$ cat config.mk
export PLATFORM = sky130hd
export DESIGN_NAME = tournament_selector
export DESIGN_NICKNAME = d
export VERILOG_FILES = /design/src/rtl/tournament_selector_pkg.sv /design/src/rtl/ga_lfsr16.sv /design/src/rtl/tournament_selector.sv
export SDC_FILE = /design/constraint.sdc
export NUM_CORES = 1
export LEC_CHECK = 0
export ABC_AREA = 1
export CAP_MARGIN = 10
export CORE_ASPECT_RATIO = 1.75
export CORE_MARGIN = 1.5
export CORE_UTILIZATION = 57
export DETAILED_ROUTE_END_ITERATION = 7
export DONT_BUFFER_PORTS = 1
export HOLD_SLACK_MARGIN = 0.15
export PLACE_DENSITY = 0.73
export SKIP_CTS_REPAIR_TIMING = 1
export SLEW_MARGIN = 0
export SYNTH_ARGS = -nofsm -noshare
export SYNTH_HDL_FRONTEND = slang
export SYNTH_SLANG_ARGS = --single-unit
$ cat constraint.sdc
create_clock -name clk -period 1.7 [get_ports clk]
set_input_delay 0.255 -clock clk [delete_from_list [all_inputs] [get_ports clk]]
set_output_delay 0.255 -clock clk [all_outputs]
set_load 0.01 [all_outputs]
$ cat src/rtl/tournament_selector_pkg.sv
// Shared GA definitions: default widths, selector FSM encoding,
// LFSR tap mask and default seed for the GA random sources.
package tournament_selector_pkg;

  localparam int GENE_W_DEF = 32;
  localparam int FIT_W_DEF  = 16;

  // Taps 16,14,13,11 of a right-shifting Fibonacci LFSR map to
  // state bits 0,2,3,5; the XOR of those bits enters at bit 15.
  localparam logic [15:0] LFSR_TAPS     = 16'h002D;
  localparam logic [15:0] LFSR_SEED_DEF = 16'hACE1;

  typedef enum logic [2:0] {
    ST_IDLE,
    ST_FETCH,
    ST_DRAIN,
    ST_PRESENT,
    ST_DONE
  } sel_state_t;

endpackage

$ cat src/rtl/ga_lfsr16.sv
// 16-bit Fibonacci LFSR with enable, reset to SEED.
// Ports: clk, rst (async, active-low), en, value (low OUT_W bits).
module ga_lfsr16
  import tournament_selector_pkg::*;
#(
  parameter logic [15:0] SEED  = LFSR_SEED_DEF,
  parameter int          OUT_W = 16
) (
  input  logic             clk,
  input  logic             rst,
  input  logic             en,
  output logic [OUT_W-1:0] value
);

  logic [15:0] state;

  always_ff @(posedge clk or negedge rst) begin
    if (!rst) begin
      state <= SEED;
    end else if (en) begin
      state <= {^(state & LFSR_TAPS), state[15:1]};
    end
  end

  assign value = state[OUT_W-1:0];

endmodule

$ cat src/rtl/tournament_selector.sv
// Tournament selection over population memory; emits parent pairs.
// Ports: start/num_pairs/busy/done, mem read port, parent valid/ready.
module tournament_selector
  import tournament_selector_pkg::*;
#(
  parameter int          GENE_W    = GENE_W_DEF,
  parameter int          FIT_W     = FIT_W_DEF,
  parameter int          ADDR_W    = 6,
  parameter int          TOUR_SIZE = 4,
  parameter logic [15:0] LFSR_SEED = LFSR_SEED_DEF
) (
  input  logic              clk,
  input  logic              rst,
  input  logic              start,
  input  logic [7:0]        num_pairs,
  output logic              busy,
  output logic              done,
  output logic              mem_rd_en,
  output logic [ADDR_W-1:0] mem_addr,
  input  logic [GENE_W-1:0] mem_gene,
  input  logic [FIT_W-1:0]  mem_fitness,
  output logic              parent_valid,
  input  logic              parent_ready,
  output logic [GENE_W-1:0] parent_gene0,
  output logic [GENE_W-1:0] parent_gene1
);

  localparam int NRD = 2 * TOUR_SIZE;
  localparam int CW  = $clog2(NRD);
  localparam logic [CW-1:0] LAST = CW'(NRD - 1);
  localparam logic [CW-1:0] B0   = CW'(TOUR_SIZE);

  sel_state_t state, state_nx;

  logic [CW-1:0]     issue_cnt;
  logic [CW-1:0]     ret_idx;
  logic              ret_vld;
  logic              ret_b;
  logic              ret_first;
  logic [8:0]        pairs_left;
  logic              xfer;
  logic [ADDR_W-1:0] rnd_addr;
  logic [GENE_W-1:0] best_gene_a;
  logic [GENE_W-1:0] best_gene_b;
  logic [FIT_W-1:0]  best_fit_a;
  logic [FIT_W-1:0]  best_fit_b;

  ga_lfsr16 #(
    .SEED  (LFSR_SEED),
    .OUT_W (ADDR_W)
  ) u_lfsr (
    .clk   (clk),
    .rst   (rst),
    .en    (mem_rd_en),
    .value (rnd_addr)
  );

  assign xfer = (state == ST_PRESENT) & parent_ready;

  always_ff @(posedge clk or negedge rst) begin
    if (!rst) begin
      state <= ST_IDLE;
    end else begin
      state <= state_nx;
    end
  end

  always_comb begin
    state_nx     = state;
    busy         = 1'b1;
    done         = 1'b0;
    mem_rd_en    = 1'b0;
    mem_addr     = '0;
    parent_valid = 1'b0;
    unique case (state)
      ST_IDLE: begin
        busy = 1'b0;
        if (start) state_nx = ST_FETCH;
      end
      ST_FETCH: begin
        mem_rd_en = 1'b1;
        mem_addr  = rnd_addr;
        if (issue_cnt == LAST) state_nx = ST_DRAIN;
      end
      ST_DRAIN: begin
        state_nx = ST_PRESENT;
      end
      ST_PRESENT: begin
        parent_valid = 1'b1;
        if (xfer) begin
          state_nx = (pairs_left == 9'd1) ? ST_DONE : ST_FETCH;
        end
      end
      ST_DONE: begin
        done     = 1'b1;
        state_nx = ST_IDLE;
      end
      default: begin
        busy     = 1'b0;
        state_nx = ST_IDLE;
      end
    endcase
  end

  always_ff @(posedge clk or negedge rst) begin
    if (!rst) begin
      issue_cnt  <= '0;
      ret_idx    <= '0;
      ret_vld    <= 1'b0;
      pairs_left <= '0;
    end else begin
      ret_vld <= mem_rd_en;
      ret_idx <= issue_cnt;
      if (state == ST_FETCH) begin
        issue_cnt <= issue_cnt + CW'(1);
      end else begin
        issue_cnt <= '0;
      end
      if (state == ST_IDLE && start) begin
        // A request of 0 pairs means a full 256.
        pairs_left <= (num_pairs == 8'd0) ? 9'd256 : {1'b0, num_pairs};
      end else if (xfer) begin
        pairs_left <= pairs_left - 9'd1;
      end
    end
  end

  // Returns arrive one cycle after issue, so ret_idx names the read.
  assign ret_b     = (ret_idx >= B0);
  assign ret_first = (ret_idx == '0) || (ret_idx == B0);

  always_ff @(posedge clk or negedge rst) begin
    if (!rst) begin
      best_gene_a <= '0;
      best_gene_b <= '0;
      best_fit_a  <= '0;
      best_fit_b  <= '0;
    end else if (ret_vld) begin
      // Strict compare: on a tie the earlier individual stays.
      if (!ret_b) begin
        if (ret_first || mem_fitness > best_fit_a) begin
          best_gene_a <= mem_gene;
          best_fit_a  <= mem_fitness;
        end
      end else begin
        if (ret_first || mem_fitness > best_fit_b) begin
          best_gene_b <= mem_gene;
          best_fit_b  <= mem_fitness;
        end
      end
    end
  end

  assign parent_gene0 = best_gene_a;
  assign parent_gene1 = best_gene_b;

endmodule

==> PnR_summary.wiki, run 1 <==
{| class="wikitable"
! Metric !! Value
|-
| Filler cell count || 683
|-
| Die Ht || 142 um
|-
| Largest net degree at the start of global routing || ~130
|-
| Seq pwr share || 35.4%
|-
| Accumulated negative setup slack || -24.49 ns
|-
| Fraction of registers with async set or reset after synthesis || 100%
|-
| Slew headroom || 75.7%
|-
| Complex-gate fraction of the synthesized area || under 10%
|-
| Yosys warnings || 0
|-
| Starting density of the core || between 50% and 60%
|-
| Number of antenna diodes || 0
|-
| Starting DRT DRC Count || 362
|-
| Antenna violations before repair || 0
|-
| Net count after synthesis || 839
|-
| Cell area power density || roughly 2000 nW/um^2
|-
| Number of rows created at floorplan || 50
|-
| Average cell area after synthesis || 8.49 um^2
|-
| Area growth from synthesis to final layout || 34.6%
|-
| Switching Power || 6.94 mW
|-
| Total area of multi-input combinational cells || roughly 3000 um^2
|-
| Run status || finished with violations
|-
| Width of the die || 82.5 um
|-
| Violated checks || negative hold slack, negative setup slack
|-
| Worst-case clock skew || between 0.008 and 0.009 ns
|-
| Global-route met3 utilization || 6.99%
|-
| Comb power frac || 42.4%
|-
| Number of max-slew violations in the final report || 0
|-
| Clock group share of total power || 22.2%
|-
| Crit path time final || 2.06 ns
|-
| First-pass DRT Iterations || 5
|-
| Class of the tightest hold or removal check || in2async
|-
| First-pass GRT wire length || 23400 um
|-
| Clock latency reported for the late side of the worst-skew pair || 0.41 ns
|-
| Routed via count || ~5500
|-
| Setup Slack @ Placement || -0.165 ns
|-
| Clock H-tree levels || 4
|-
| Number of DRC violations after detailed routing || 0
|-
| Startpoint of the worst setup timing path || best_fit_a[10]
|-
| Upper clock frequency limit || 486 MHz
|-
| Setup crit start kind || flip-flop
|-
| Depth of the most critical reg-to-reg path || 12
|-
| Proportion of total power due to net switching || between 40% and 50%
|-
| Total of flip-flops plus latches after synthesis || 131
|-
| Syn Std Cell Area || around 6300 um^2
|-
| Clock Sinks || 131
|-
| Global-route met2 utilization || a little under half
|-
| Total Routing Usage GR || 26.1%
|-
| Reg2reg start || best_fit_a[10]
|-
| Synth Area in Simple Gates || between 20 and 30%
|-
| Endpoint kind of the worst setup timing path || flip-flop
|-
| Highest-utilization routing layer at the global route stage || met2
|-
| Final antenna-violating net count || 0
|-
| Minimum setup slack in the final design || -0.359 ns
|-
| Number of nets in the layout || around 900
|-
| Post-DP Area || 6510 um^2
|-
| Post-synthesis instance total || about 740
|-
| Worst slew pin tran || 0.361 ns
|-
| Setup slack, reg-to-reg || -0.36 ns
|-
| Count of buffers inserted at the top-level ports || 0
|-
| Met1 track demand over resource || between 20 and 30%
|-
| Routed vias/inst || 5.69
|-
| Worst VDD drop || 1380 uV
|-
| Final count of hold timing violations || 131
|-
| Area enclosed by the die boundary || 11700 um^2
|-
| Parity-gate share of the synthesized area counting xor and xnor cells || 1.11%
|-
| Adder-Cell Fraction of Synth Area || 7.14%
|-
| Static leakage || 4.24 nW
|-
| Share of layout cells above drive strength 1 || 24.4%
|-
| Count of pins on the block boundary || around 130
|-
| Post-synthesis mux area share || 0%
|-
| Data required time of the worst path || 2.00 ns
|-
| Core box area || 10800 um^2
|-
| Cell variety after synth || 31
|-
| Worst r2r dst || parent_gene0[22]
|-
| Clock tree from TritonCTS || done
|-
| Dominant combinational cell family by area after synthesis || simple AND/OR/NAND/NOR gates
|-
| Unrepaired setup endpoints after global routing || yes
|-
| Sequential Area || 3290 um^2
|-
| Clock-pin transition on the worst setup and hold timing paths || roughly 0.060 ns
|-
| Total routed wirelength || 17600 um
|-
| Buffer depth of the longest clock path || 2
|-
| Via count of the first global-routing pass || 5110
|-
| Setup crit end || parent_gene0[22]
|-
| Worst hold slack after final layout || -0.459 ns
|-
| Register area share after synthesis || 52.1%
|-
| Final setup violation count || 96
|-
| Final Cycle Share || 121%
|-
| Global route total overflow || 0
|-
| Reported max-cap violation count || 0
|-
| Wire per inst || between 15 and 20 um
|-
| Fin area || 8490 um^2
|-
| Critical Path AT || 2.36 ns
|-
| Post-DP HPWL || 10200 um
|-
| RePlAce Congestion || 0.877
|-
| Number of synthesized flops with an enable pin || 0
|-
| Number of buffers created by CTS || 17
|-
| Clock tree root buffer cell || sky130_fd_sc_hd__clkbuf_16
|-
| Internal Dissipation || 9.89 mW
|-
| Crit-path max FO || 7
|-
| Flip-flop cell with the highest count after synthesis || sky130_fd_sc_hd__dfrtp_1
|-
| Crit Path Category || reg2reg
|}
## worst min-delay path by stage
stage,endpoint,slack [ns],depth (start not counted)
after global placement,best_fit_b[12],-0.04,0
final,parent_gene0[0],-0.46,0
after CTS,parent_gene0[28],-0.48,0
after global routing,parent_gene0[0],-0.48,0
after detailed placement,best_fit_a[12],-0.04,0
after floorplan,best_fit_a[0],-0.04,0
## through the flow
stage / std cells / power [mW] / util, %
final: 973 / 16.8 / 78.9
after CTS: 894 / 14.6 / 66.2
after global placement: 862 / 10.6 / 60.5
after detailed placement: 862 / 10.9 / 60.5
after floorplan: 743 / 9.41 / -
after global routing: 973 / 17.9 / 78.9
## flip-flops by register name, indices dropped and copies added, names as in the netlist
signal and flops:
ret_vld 1, pairs_left 9, u_lfsr.state 16, parent_gene0 32, state 3, issue_cnt 3
best_fit_a 16, parent_gene1 32, ret_idx 3, best_fit_b 16
## per-layer routing
layer  wire, um  vias to the layer above
met5          0                        -
met4        700                        0
met3       1020                       61
met2       9790                      228
met1       6080                     2709
li1           -                     2542
## layout make-up
class | count | share of cell area [%]
Sequential cell | 131 | 38.8
Multi-Input combinational cell | 513 | 36.2
Timing Repair Buffer | 101 | 12.9
Clock buffer | 20 | 5.38
Inverter | 66 | 2.98
Tap cell | 130 | 1.92
Clock inverter | 12 | 1.83
## Yosys cell counts, types with 4 or more instances
master	instances	area share (%)
sky130_fd_sc_hd__dfrtp_1	123	49
sky130_fd_sc_hd__buf_4	6	0.71
sky130_fd_sc_hd__nand3_1	107	8.5
sky130_fd_sc_hd__nand2_1	280	17
sky130_fd_sc_hd__buf_6	6	1.1
sky130_fd_sc_hd__xnor2_1	4	0.56
sky130_fd_sc_hd__buf_2	12	0.95
sky130_fd_sc_hd__xor2_1	4	0.56
sky130_fd_sc_hd__dfstp_2	8	3.3
sky130_fd_sc_hd__nor2_1	28	1.7
sky130_fd_sc_hd__inv_2	4	0.24
sky130_fd_sc_hd__inv_1	62	3.7
sky130_fd_sc_hd__clkbuf_1	9	0.54
sky130_fd_sc_hd__ha_1	36	7.1
sky130_fd_sc_hd__nand4_1	4	0.40
sky130_fd_sc_hd__o21ai_0	5	0.40
sky130_fd_sc_hd__a21oi_1	14	1.1
sky130_fd_sc_hd__o21bai_1	6	0.71
## power by group through the flow
stage	combinational [mW]	sequential [mW]	clock, mW
5_1_grt	7.90	6.10	3.92
3_5_place_dp	5.04	5.82	0
3_3_place_gp	4.79	5.76	0
6_report	7.14	5.97	3.73
2_1_floorplan	3.92	5.49	0
4_1_cts	5.09	5.78	3.78
## worst max-delay path, stage by stage, from the launching register on
cell	delay (ns)
sky130_fd_sc_hd__dfrtp_1	0.36
sky130_fd_sc_hd__inv_2	0.05
sky130_fd_sc_hd__ha_4	0.26
sky130_fd_sc_hd__nand4_1	0.17
sky130_fd_sc_hd__nor3_2	0.32
sky130_fd_sc_hd__nand2_1	0.08
sky130_fd_sc_hd__nand2_1	0.08
sky130_fd_sc_hd__nand2_2	0.06
sky130_fd_sc_hd__nand2_4	0.13
sky130_fd_sc_hd__nand2_8	0.11
sky130_fd_sc_hd__buf_6	0.18
sky130_fd_sc_hd__nand2_1	0.08
sky130_fd_sc_hd__nand2_1	0.07
## layout by cell type, fill, tap and decap left out, drive strengths merged
cell,n
nand2,282
dfrtp,123
nand3,107
inv,66
dlygate4sd3,58
buf,37
ha,36
nor2,29
clkbuf,26
a21oi,14
dfstp,8
clkinv,7
o21bai,6
o21ai,5
nor3,5
nand4,4
xor2,4
xnor2,4
nor4,3
o211ai,3
o221ai,3
bufinv,3
or2,3
a21o,2
clkinvlp,2
o31ai,1
a31oi,1
a32o,1
## logic make-up (layout without fill, tap and decap cells)
kind of cell | count (synthesis) | count (layout)
AO/OA/AOI/OAI | 36 | 36
XOR/XNOR | 8 | 8
adder cells (fa/ha/maj) | 36 | 36
buffers and inverters | 99 | 199
flip-flops | 131 | 131
AND/OR/NAND/NOR | 433 | 433
(Power assumes the default switching activity.)
==> run 2, diff against run 1 <==
--- a/config.mk
+++ b/config.mk
@@ -10,6 +10,7 @@
 export CORE_ASPECT_RATIO = 1.75
 export CORE_MARGIN = 1.5
 export CORE_UTILIZATION = 57
+export CTS_CLUSTER_SIZE = 40
 export DETAILED_ROUTE_END_ITERATION = 7
 export DONT_BUFFER_PORTS = 1
 export HOLD_SLACK_MARGIN = 0.15
@@ -18,4 +19,5 @@
 export SLEW_MARGIN = 0
 export SYNTH_ARGS = -nofsm -noshare
 export SYNTH_HDL_FRONTEND = slang
+export SYNTH_HIERARCHICAL = 1
 export SYNTH_SLANG_ARGS = --single-unit
==> run 2 against run 1 <==
Compared with the run above: the run still ends with negative hold slack, negative setup slack left; clock power shrank 4%; non-clock buffer count fell by 2; count of clock-buffer cells in the layout fell by 2; critical path depth unchanged; wire length is 7.7% higher; hold slack lost 0.0055 ns; setup slack worse by 0.0011 ns.
==> PnR_summary.wiki, run 2 <==
{| class="wikitable"
! Metric !! Value
|-
| Run status || finished with violations
|-
| Violated checks || negative hold slack, negative setup slack
|-
| Clock group share of total power || 22.1%
|-
| Die Ht || 144 um
|-
| Class of the tightest hold or removal check || in2async
|-
| Flip-flop cell with the highest count after synthesis || sky130_fd_sc_hd__dfrtp_1
|-
| Final Cycle Share || 121%
|-
| Unrepaired setup endpoints after global routing || yes
|-
| Count of buffers inserted at the top-level ports || 0
|-
| CP dominant cell by count || sky130_fd_sc_hd__nand2_1
|-
| Layout Utilization || approximately 78%
|-
| Met1 Routed Length || approximately 6600 um
|-
| Post-DP HPWL || ~10000 um
|-
| Routed via count || 5798
|-
| Clock Sinks || 131
|-
| Routed vias/inst || 5.82
|-
| Static leakage || approximately 4.4 nW
|-
| Setup crit start kind || flip-flop
|-
| Reported max-cap violation count || 0
|-
| Upper clock frequency limit || 485 MHz
|-
| Internal Dissipation || 9.40 mW
|-
| Final count of hold timing violations || 132
|-
| Average cell area after synthesis || 8.35 um^2
|-
| Area growth from synthesis to final layout || 34.4%
|-
| Critical Path AT || 2.35 ns
|-
| Final setup violation count || around 100
|-
| Worst hold slack after final layout || -0.465 ns
|-
| Cell type with the highest aggregate area in the netlist || sky130_fd_sc_hd__dfrtp_1
|-
| Cell with the largest stage delay on the worst path || sky130_fd_sc_hd__dfrtp_1
|-
| Via count of the first global-routing pass || approximately 5200
|-
| Total routed wirelength || 18900 um
|-
| Yosys warnings || 6
|-
| Most frequent cells in the layout || sky130_fd_sc_hd__nand2_1 (188), sky130_fd_sc_hd__dfrtp_1 (122), sky130_fd_sc_hd__nand3_1 (106), sky130_fd_sc_hd__nand2_2 (70), sky130_fd_sc_hd__inv_1 (68)
|-
| Wire per inst || 19.0 um
|-
| Routed wl met3 || 1140 um
|-
| Number of buffers created by CTS || 17
|-
| Crit-path max FO || 8
|-
| Register area share after synthesis || 51.0%
|-
| Depth of the most critical reg-to-reg path || 12
|-
| Switching Power || 6.88 mW
|-
| Syn Std Cell Area || 6450 um^2
|-
| Number of DRC violations after detailed routing || 0
|-
| Core box area || 11100 um^2
|-
| Non-filler instance count after layout || approximately 1000
|-
| Clock tree root buffer cell || sky130_fd_sc_hd__clkbuf_16
|-
| Clock H-tree levels || 4
|-
| Worst slew pin tran || 0.430 ns
|-
| Slew headroom || slightly above 70%
|-
| Global route total overflow || 0
|-
| Antenna violations before repair || 0
|-
| Seq pwr share || 36.5%
|-
| Number of rows created at floorplan || around 50
|-
| Cells after DPL || 890
|-
| Library cell with the highest instance count after synthesis || sky130_fd_sc_hd__nand2_1
|-
| Comb power frac || 41.4%
|-
| Number of nets in the layout || 947
|-
| Accumulated negative setup slack || -28.82 ns
|-
| Buffer depth of the longest clock path || 2
|-
| Met2 WL || 10500 um
|-
| Cells taking the most area after synthesis || sky130_fd_sc_hd__dfrtp_1 (48%), sky130_fd_sc_hd__nand2_1 (17%), sky130_fd_sc_hd__nand3_1 (8.2%)
|-
| Total Routing Usage GR || 25.6%
|-
| Clock latency reported for the late side of the worst-skew pair || 0.41 ns
|-
| Critical Path, Cell by Cell || inv_2, ha_4, nand4_1, nor3_4, nand2_1, nand2_1, nand2_2, nand2_4, nand2_8, buf_12, nand2_1, nand2_1
|-
| Post-synth top area share || between 40% and 50%
|-
| Clock-pin transition on the worst setup and hold timing paths || approximately 0.06 ns
|-
| First-pass GRT wire length || 24500 um
|-
| Net count after synthesis || 868
|-
| Longest individual stage delay on the worst path || 0.40 ns
|-
| Worst-case clock skew || 0.0120 ns
|-
| Leading cell type in the layout, fill and taps excluded || sky130_fd_sc_hd__nand2_1
|-
| Starting DRT DRC Count || around 380
|-
| Starting density of the core || 58.1%
|-
| Crit Path Category || reg2reg
|-
| Highest metal layer used by the detailed router || met4
|-
| Most common library cells after synthesis || sky130_fd_sc_hd__nand2_1 (291), sky130_fd_sc_hd__dfrtp_1 (123), sky130_fd_sc_hd__nand3_1 (106), sky130_fd_sc_hd__inv_1 (74), sky130_fd_sc_hd__ha_1 (36)
|-
| Worst r2r dst || best_fit_a[8]
|-
| Number of max-slew violations in the final report || 0
|-
| Setup slack, reg-to-reg || -0.36 ns
|-
| Reg2reg start || best_fit_a[11]
|-
| Number of antenna diodes || 0
|-
| Data required time of the worst path || 1.99 ns
|-
| Proportion of total power due to net switching || 42.3%
|-
| Largest net degree at the start of global routing || 132
|-
| Width of the die || 83.4 um
|-
| First-pass DRT Iterations || 6
|-
| Worst VDD drop || 1310 uV
|-
| Number of synthesized flops with an enable pin || 0
|-
| Fraction of registers with async set or reset after synthesis || 100%
|-
| Minimum setup slack in the final design || -0.360 ns
|-
| Cell area power density || ~1900 nW/um^2
|-
| Cell variety after synth || 37
|-
| Endpoint kind of the worst setup timing path || flip-flop
|-
| Post-synthesis instance total || 772
|-
| Total of flip-flops plus latches after synthesis || 131
|-
| Clock tree from TritonCTS || done
|-
| RePlAce Congestion || 0.886
|-
| Share of layout cells above drive strength 1 || 26.3%
|-
| Count of pins on the block boundary || 134
|-
| Area enclosed by the die boundary || 12000 um^2
|-
| Crit path time final || 2.06 ns
|-
| Final antenna-violating net count || 0
|}
-- run 2: changes by cell type after synthesis, sizes merged, moves of 4 or more --
cell    change
xnor2       -4
o21bai      -5
buf         +7
inv        +11
o21ai       +7
nand2      +11
-- run 2: worst max-delay path by stage --
| stage | start | endpoint | slack [ns] | cells past startpoint |
|---|---|---|---|---|
| after CTS | state[1] | mem_addr[1] | -0.28 | 4 |
| after detailed placement | best_fit_a[7] | best_fit_a[1] | -0.19 | 14 |
| after floorplan | best_fit_a[15] | parent_gene0[11] | 0.02 | 13 |
| after global routing | best_fit_b[11] | parent_gene1[11] | -0.45 | 12 |
| final | best_fit_a[11] | best_fit_a[8] | -0.36 | 12 |
| after global placement | best_fit_a[7] | best_fit_a[11] | -0.14 | 14 |
-- run 2: critical path: cells and delay by family, from the launching register on --
family	cells	cell delay, ns
buf+inv	2	0.25
simple gates	9	1.00
flops	1	0.40
fa+ha+maj	1	0.27
-- run 2: area by class of cell --
class / count / area, um^2
Clock buffer: 18 / 429
Clock inverter: 14 / 153
Fill cell: 684 / 2440
Inverter: 78 / 300
Multi-Input combinational cell: 524 / 3230
Sequential cell: 131 / 3290
Tap cell: 132 / 165
Timing Repair Buffer: 99 / 1100
-- run 2: through the flow --
step	instance area [um^2]	total power, mW	hold WS, ns	setup WS, ns
2_1_floorplan	6450	8.95	-0.0406	0.0238
3_3_place_gp	6610	9.92	-0.0363	-0.144
3_5_place_dp	6610	10.2	-0.0361	-0.190
4_1_cts	7190	13.8	-0.473	-0.285
5_1_grt	8670	17.2	-0.479	-0.453
6_report	8670	16.3	-0.465	-0.360
-- run 2: cells by family (layout without fill, tap and decap cells) --
family          Yosys count  after routing  share of synthesized area [%]
flops                   131            131                           51.0
xor+xnor                  2              2                          0.272
fa+ha+maj                36             36                           6.98
buf+inv                 117            209                           8.81
simple gates            443            443                           28.8
compound gates           43             43                           4.17
-- run 2: routing by layer --
metal | vias to the layer above | track usage (%)
li1 | 2613 | -
met1 | 2826 | 28.8
met2 | 296 | 45.9
met3 | 63 | 5.97
met4 | 0 | 12.1
met5 | - | 0
-- run 2: power groups by stage --
stage / Sequential (mW) / Clock [mW] / Combinational, mW
6_report: 5.94 / 3.59 / 6.75
5_1_grt: 6.05 / 3.77 / 7.40
4_1_cts: 5.64 / 3.63 / 4.57
3_5_place_dp: 5.68 / 0 / 4.56
3_3_place_gp: 5.63 / 0 / 4.29
2_1_floorplan: 5.38 / 0 / 3.57
